File: src/rtl/display_decoder.sv
// Binary hh:mm:ss to six registered BCD digits with range clamping.
// Optional DISPLAY_DECODER_SEG_EN adds active-low 7-seg outputs.
module display_decoder #(
  parameter int HRS_LIMIT = 24,
  parameter int MS_LIMIT  = 60
) (
  input  logic       clk,
  input  logic       rst_n,
  input  logic       en,
  input  logic [4:0] numhrs,
  input  logic [5:0] nummin,
  input  logic [5:0] numsec,
  output logic [3:0] outhrstens,
  output logic [3:0] outhrsones,
  output logic [3:0] outmintens,
  output logic [3:0] outminones,
  output logic [3:0] outsectens,
  output logic [3:0] outsecones,
  output logic       range_err
`ifdef DISPLAY_DECODER_SEG_EN
  ,
  output logic [6:0] seg_hrstens,
  output logic [6:0] seg_hrsones,
  output logic [6:0] seg_mintens,
  output logic [6:0] seg_minones,
  output logic [6:0] seg_sectens,
  output logic [6:0] seg_secones
`endif
);

  localparam logic [5:0] HLIM = 6'(HRS_LIMIT);
  localparam logic [5:0] MLIM = 6'(MS_LIMIT);
  localparam logic [5:0] HMAX = 6'(HRS_LIMIT - 1);
  localparam logic [5:0] MMAX = 6'(MS_LIMIT - 1);

  // Single-pass divide by 10: pick the tens bucket, subtract it.
  function automatic logic [7:0] to_bcd(
    input logic [5:0] v
  );
    logic [3:0] t;
    logic [5:0] s;
    if (v >= 6'd50) begin
      t = 4'd5; s = 6'd50;
    end else if (v >= 6'd40) begin
      t = 4'd4; s = 6'd40;
    end else if (v >= 6'd30) begin
      t = 4'd3; s = 6'd30;
    end else if (v >= 6'd20) begin
      t = 4'd2; s = 6'd20;
    end else if (v >= 6'd10) begin
      t = 4'd1; s = 6'd10;
    end else begin
      t = 4'd0; s = 6'd0;
    end
    return {t, 4'(v - s)};
  endfunction

  logic [5:0] hrs6;
  logic       hrs_bad;
  logic       min_bad;
  logic       sec_bad;
  logic [5:0] hrs_c;
  logic [5:0] min_c;
  logic [5:0] sec_c;
  logic [7:0] hrs_d;
  logic [7:0] min_d;
  logic [7:0] sec_d;

  always_comb begin
    hrs6    = {1'b0, numhrs};
    hrs_bad = hrs6 >= HLIM;
    min_bad = nummin >= MLIM;
    sec_bad = numsec >= MLIM;
    hrs_c   = hrs_bad ? HMAX : hrs6;
    min_c   = min_bad ? MMAX : nummin;
    sec_c   = sec_bad ? MMAX : numsec;
    hrs_d   = to_bcd(hrs_c);
    min_d   = to_bcd(min_c);
    sec_d   = to_bcd(sec_c);
  end

  always_ff @(posedge clk or negedge rst_n) begin
    if (!rst_n) begin
      outhrstens <= 4'd0;
      outhrsones <= 4'd0;
      outmintens <= 4'd0;
      outminones <= 4'd0;
      outsectens <= 4'd0;
      outsecones <= 4'd0;
      range_err  <= 1'b0;
    end else if (en) begin
      outhrstens <= hrs_d[7:4];
      outhrsones <= hrs_d[3:0];
      outmintens <= min_d[7:4];
      outminones <= min_d[3:0];
      outsectens <= sec_d[7:4];
      outsecones <= sec_d[3:0];
      range_err  <= hrs_bad | min_bad | sec_bad;
    end
  end

`ifdef DISPLAY_DECODER_SEG_EN
  localparam logic [6:0] SEG0 = 7'b1000000;

  // Common-anode pattern, bit 6 = g down to bit 0 = a.
  function automatic logic [6:0] seg7(
    input logic [3:0] d
  );
    logic [6:0] p;
    case (d)
      4'd0:    p = 7'b1000000;
      4'd1:    p = 7'b1111001;
      4'd2:    p = 7'b0100100;
      4'd3:    p = 7'b0110000;
      4'd4:    p = 7'b0011001;
      4'd5:    p = 7'b0010010;
      4'd6:    p = 7'b0000010;
      4'd7:    p = 7'b1111000;
      4'd8:    p = 7'b0000000;
      4'd9:    p = 7'b0010000;
      default: p = 7'b1111111;
    endcase
    return p;
  endfunction

  always_ff @(posedge clk or negedge rst_n) begin
    if (!rst_n) begin
      seg_hrstens <= SEG0;
      seg_hrsones <= SEG0;
      seg_mintens <= SEG0;
      seg_minones <= SEG0;
      seg_sectens <= SEG0;
      seg_secones <= SEG0;
    end else if (en) begin
      seg_hrstens <= seg7(hrs_d[7:4]);
      seg_hrsones <= seg7(hrs_d[3:0]);
      seg_mintens <= seg7(min_d[7:4]);
      seg_minones <= seg7(min_d[3:0]);
      seg_sectens <= seg7(sec_d[7:4]);
      seg_secones <= seg7(sec_d[3:0]);
    end
  end
`endif

endmodule

File: config.mk
export PLATFORM = sky130hd
export DESIGN_NAME = display_decoder
export DESIGN_NICKNAME = d
export VERILOG_FILES = /design/src/rtl/display_decoder.sv
export SDC_FILE = /design/constraint.sdc
export NUM_CORES = 1
export LEC_CHECK = 0
export ABC_AREA = 0
export BUFFER_PORTS_ARGS = -buffer_cell sky130_fd_sc_hd__buf_2
export CAP_MARGIN = 20
export CORE_MARGIN = 2
export CORE_UTILIZATION = 45
export CTS_CLUSTER_SIZE = 20
export DETAILED_ROUTE_END_ITERATION = 16
export HOLD_SLACK_MARGIN = 0.12
export PLACE_DENSITY = 0.79
export SLEW_MARGIN = 5
export SYNTH_ARGS = -nofsm -noshare
export SYNTH_HDL_FRONTEND = slang
export SYNTH_SLANG_ARGS = --single-unit
File: constraint.sdc
create_clock -name clk -period 0.9 [get_ports clk]
set_input_delay 0.045 -clock clk [delete_from_list [all_inputs] [get_ports clk]]
set_output_delay 0.045 -clock clk [all_outputs]
set_load 0.02 [all_outputs]
== After elaboration in Yosys (flattened, before gate mapping) ==
Index checks and enable logic that the tools add are counted.
Widths: inputs -> output; s select.

* Bits in writable memories: 0
* Word-level logic and storage cells: 63
* Bits in latches: 0
* Register bits: 25
* Memories: 0
* Bits in read-only memories: 0

* Magnitude comparators: 18
* Add/subtract/negate cells: 3
* Multiply operators: 0
* Reductions and logical operators: 0
* Div/mod/pow operators: 0
* Shifts and indexed selects: 0
* Multiplexer cells: 33
* Bitwise operators: 2
* Equality and inequality tests: 0

{| class="wikitable"
|+ Operators with widths
! operator !! number
|-
| $mux 4 || 16
|-
| $ge 6x6->1 const B || 6
|-
| $ge 6x5->1 const B || 4
|-
| $ge 5x5->1 const B || 3
|-
| $mux 3 || 5
|-
| $ge 5x6->1 const B || 2
|-
| $ge 6x4->1 const B || 2
|-
| $mux 2 || 6
|-
| $mux 6 || 2
|-
| $sub 4x4->4 || 3
|-
| $ge 5x4->1 const B || 1
|-
| $mux 5 || 1
|-
| $mux 1 || 3
|-
| $or 1x1->1 || 2
|}

== Depth between registers and ports, before layout ==
* Word-level depth: 9
* Mapped depth: 10
* Depth with buffers taken out: 9

== Worst setup path before layout ==
OpenSTA, ideal clock, no wires.

* Path type: input -> register
* Start: input port numsec[2]
* End: register outsecones[3]
* Arrival: 1.965 ns
* Required time: 0.818 ns
* Stages: 10
* Slack: -1.147 ns
* Cells stage by stage: clkbuf_1 > nand2_1 > a311oi_1 > o21ai_0 > nand2_1 > ha_1 > inv_1 > fa_1 > or4_1 > a31oi_1

* Longest elaborated chain between the ends: 9
* Elaborated cells on any way between the ends: 13
* Classes of those cells: add/sub: 1; order compare: 6; mux: 6

{| class="wikitable"
|+ Ends and longest elaborated chain
! element !! RTL line !! text
|-
| start: declaration || 12 || <nowiki>input logic [5:0] numsec,</nowiki>
|-
| $ge 6x6->1 || 73 || <nowiki>sec_bad = numsec >= MLIM;</nowiki>
|-
| $mux 6 * || 76 || <nowiki>sec_c = sec_bad ? MMAX : numsec;</nowiki>
|-
| $ge 6x4->1 || 50 || <nowiki>end else if (v >= 6'd10) begin</nowiki>
|-
| $mux 4 || 50 ||
|-
| $mux 4 || 48 || <nowiki>end else if (v >= 6'd20) begin</nowiki>
|-
| $mux 4 || 46 || <nowiki>end else if (v >= 6'd30) begin</nowiki>
|-
| $mux 4 || 44 || <nowiki>end else if (v >= 6'd40) begin</nowiki>
|-
| $mux 4 || 42 || <nowiki>if (v >= 6'd50) begin</nowiki>
|-
| $sub 4x4->4 * || 55 || <nowiki>return {t, 4'(v - s)};</nowiki>
|-
| end signal: assignment || 97 || <nowiki>outsecones <= sec_d[3:0];</nowiki>
|-
| end: declaration || 18 || <nowiki>output logic [3:0] outsecones,</nowiki>
|}

Every way passes the cells marked *; elsewhere a longest branch is shown, timed or not.
A chain may end at the register's enable or synchronous reset.

== Worst setup path after layout ==
* Start: input port nummin[2]
* End: register outminones[3]

* Longest elaborated chain between the ends: 9
* Elaborated cells on any way between the ends: 13
* Classes of those cells: add/sub: 1; order compare: 6; mux: 6

{| class="wikitable"
|+ Ends and longest elaborated chain
! element !! RTL line !! text
|-
| start: declaration || 11 || <nowiki>input logic [5:0] nummin,</nowiki>
|-
| $ge 6x6->1 || 72 || <nowiki>min_bad = nummin >= MLIM;</nowiki>
|-
| $mux 6 * || 75 || <nowiki>min_c = min_bad ? MMAX : nummin;</nowiki>
|-
| $ge 6x4->1 || 50 ||
|-
| $mux 4 || 50 ||
|-
| $mux 4 || 48 ||
|-
| $mux 4 || 46 ||
|-
| $mux 4 || 44 ||
|-
| $mux 4 || 42 ||
|-
| $sub 4x4->4 * || 55 ||
|-
| end signal: assignment || 95 || <nowiki>outminones <= min_d[3:0];</nowiki>
|-
| end: declaration || 16 || <nowiki>output logic [3:0] outminones,</nowiki>
|}

Marked as above.

==> impl_metrics.csv <==
group,metric,value,unit
sta,worst_hold_slack,0.138,ns
finish,multi_input_area,858,sq um
logic_synthesis,yosysTopAreaCell,"dfrtp_1",
die,rows,20,
global_routing,grt_usage,0.213,
placed_design,portBuffers,40,
sta,setup_ws,-0.696,ns
die,fp.dieW,59.2,um
logic_synthesis,postSynthCellCount,151,
setup_path,path_buf_inv,2,
clock_network,htreeDepth,1,
logic_synthesis,yosys-top-cells-area,"dfrtp_1, nor2_1, mux2_2",
finish,layout_common_cells,"buf_4, buf_6, dfrtp_1, nor2_1",
placed_design,dp_hpwl,2.27,mm
die,fp.dieH,59.2,um
placed_design,dpl_cell_area,0.00186,sq mm
route,vias,1387,
sta,hold_viol,0,
logic_synthesis,synthesis.area,0.00137,sq mm
outcome,violations,"setup timing",
global_routing,grt_max_degree,22,
finish,final_area,0.00232,sq mm
route,drc_errors,0,
setup_path,crit_path_start_kind,"input pin",
die,core-area,0.00298,sq mm
pwr,p_leak,1.11,nW
sta,grt_setup_unrepaired,"true",
pwr,p_per_area,1310,mW/mm^2
route,vias_per_cell,5.12,
clock_network,cts_buffers,3,
route,wl,3.51,mm
route,wire_per_inst,13.0,um
finish,fillers,180,
die,ios,45,
logic_synthesis,synth.distinct_cells,40,
logic_synthesis,ys_warn_count,0,
sta,period_needed,1.60,ns
sta,fin_setup_tns,-2.89,ns
clock_network,clock_latency,0.31,ns
job,maxCapViolations,0,
route,drtAntennaViolNets,0,
global_routing,antenna_found_initial,0,
clock_network,clk_path_buf_depth,2,
sta,finalSetupViolCount,15,
clock_network,cts_tree,"built",
setup_path,cp_cell_sequence,"buf_6 -> nand2b_4 -> o21ba_4 -> a22oi_2 -> ha_2 -> inv_2 -> fa_2 -> nand2_2 -> o22ai_2 -> or3b_1",
logic_synthesis,synth-seq-cells,21,
sta,fin_crit_sh,1.77,
setup_path,path_max_fanout,2,
finish,n_antenna_cell,0,
clock_network,cts_root_buffer,"clkbuf_4",
setup_path,criticalPathCategory,"in -> reg",
finish,final_util,0.781,
setup_path,cp-end-kind,"register",
sta,fmax,627,MHz
logic_synthesis,synth_edf_count,0,
sta,fin_worst_skew,0,ns
logic_synthesis,synthArstFlopShare,1.00,
clock_network,path_clk_slew,0.11,ns
logic_synthesis,synth.avg_cell_area,9.06,sq um
finish,layout_commonest_cell,"buf_4",
finish,seqCellArea,526,sq um
logic_synthesis,synthFlopType,"dfrtp_1",
global_routing,overflow,0,
worst_hold_path,holdCritPathClass,"in -> reg",
clock_network,clock_sinks,21,
route,drt_first_pass_iters,4,
setup_path,required,1.09,ns
pwr,total_power,3.04,mW
logic_synthesis,ys_seq_area_frac,0.384,
setup_path,crit_path_top_delay_cell,"or3b_1",
placed_design,dp.cells,247,
finish,post_layout_nonfiller_instances,271,
placed_design,dp_slack,-1.05,ns
finish,area_growth,69.8,%
sta,drv_slew,0,
setup_path,max_stage_delay,0.36,ns
logic_synthesis,synth.top_cell.area_share,0.384,
outcome,status,"finished with violations",
pwr,ir_drop,519,uV
placed_design,gp_congestion,0.796,
setup_path,crit_arrival,1.79,ns
die,dieArea,0.00350,sq mm
finish,drive_gt1_frac,0.538,
die,initial_utilization,0.460,
global_routing,grt_pass1_wl,5.78,mm
finish,finalNetCount,265,
route,drt_iter0_markers,26,
setup_path,cp_top_family,"simple AND/OR/NAND/NOR gates",
global_routing,grt_pass1_vias,1386,
## power by group
part	switching [mW]	leakage [nW]	internal (mW)	total (mW)
registers	0.106	0.246	1.08	1.19
logic	0.609	0.844	0.773	1.38
clock network	0.298	0.0177	0.166	0.464
total	1.01	1.11	2.02	3.04
## cell usage after synthesis, types with 2 or more instances
| cell type | count |
|---|---|
| o21ai_0 | 6 |
| o31ai_1 | 2 |
| buf_4 | 4 |
| mux2_2 | 6 |
| nand2_1 | 7 |
| or3b_1 | 2 |
| a31oi_1 | 2 |
| o22ai_1 | 3 |
| nor2b_1 | 4 |
| nor2_1 | 22 |
| o211ai_1 | 2 |
| clkbuf_1 | 6 |
| and2_1 | 2 |
| dfrtp_1 | 21 |
| a21oi_1 | 11 |
| fa_1 | 3 |
| buf_6 | 2 |
| mux2i_1 | 4 |
| nand2b_1 | 7 |
| inv_1 | 11 |
| ha_1 | 3 |
| nand4_1 | 2 |
| buf_1 | 2 |
## routing by layer
layer  GRT usage  vias up  part of all wire
met3      0.0197        5             0.017
met5           0        -                 0
met1       0.249      667              0.40
li1            -      688                 -
met4      0.0714        0             0.011
met2       0.403       27              0.58
## layout make-up
type | instances | area share
clock inverters | 1 | 0.00215
multi-input cells | 108 | 0.369
repair buffers | 94 | 0.357
inverters | 11 | 0.0178
well taps | 33 | 0.0178
clock buffers | 3 | 0.00969
flip-flops and latches | 21 | 0.226
## what timing repair did
| action | in CTS | in global routing |
|---|---|---|
| resized for setup | 59 | 19 |
| hold buffers | 4 | 0 |
| endpoints found under the setup margin | 30 | 31 |
| buffers inserted | 18 | 5 |
| hold endpoints to repair | 25 | 0 |
| pin swaps | 5 | 5 |
## final timing paths
| kind | slack, ns | cells after the start | startpoint | end |
|---|---|---|---|---|
| min reg2reg | 0.54 | 2 | outhrstens[1]$_DFFE_PN0P_ | outhrstens[1]$_DFFE_PN0P_ |
| max | -0.70 | 10 | nummin[2] | outminones[3]$_DFFE_PN0P_ |
| max in group asynchronous | 0.38 | 2 | rst_n | outsectens[1]$_DFFE_PN0P_ |
| max reg2reg | -0.12 | 3 | outminones[3]$_DFFE_PN0P_ | outminones[3]$_DFFE_PN0P_ |
| min | 0.14 | 2 | en | outminones[2]$_DFFE_PN0P_ |
| min in group asynchronous | 0.20 | 2 | rst_n | outmintens[1]$_DFFE_PN0P_ |
## state kept, by name, indices dropped and copies added, names as in the netlist
| name | flops |
|---|---|
| range_err | 1 |
| outminones | 4 |
| outhrstens | 2 |
| outsectens | 3 |
| outhrsones | 4 |
| outmintens | 3 |
| outsecones | 4 |
## kinds of logic after synthesis
kind of cell	after synthesis	share of synthesized area
AOI/OAI and AO/OA	34	0.156
xor gates and xnor gates	1	0.00640
adders and majority gates	6	0.0713
buffers and inverters	25	0.0905
DFF	21	0.384
muxes	10	0.0786
other	1	0.00274
and+or+nand+nor	53	0.210
(Power assumes the default switching activity.)
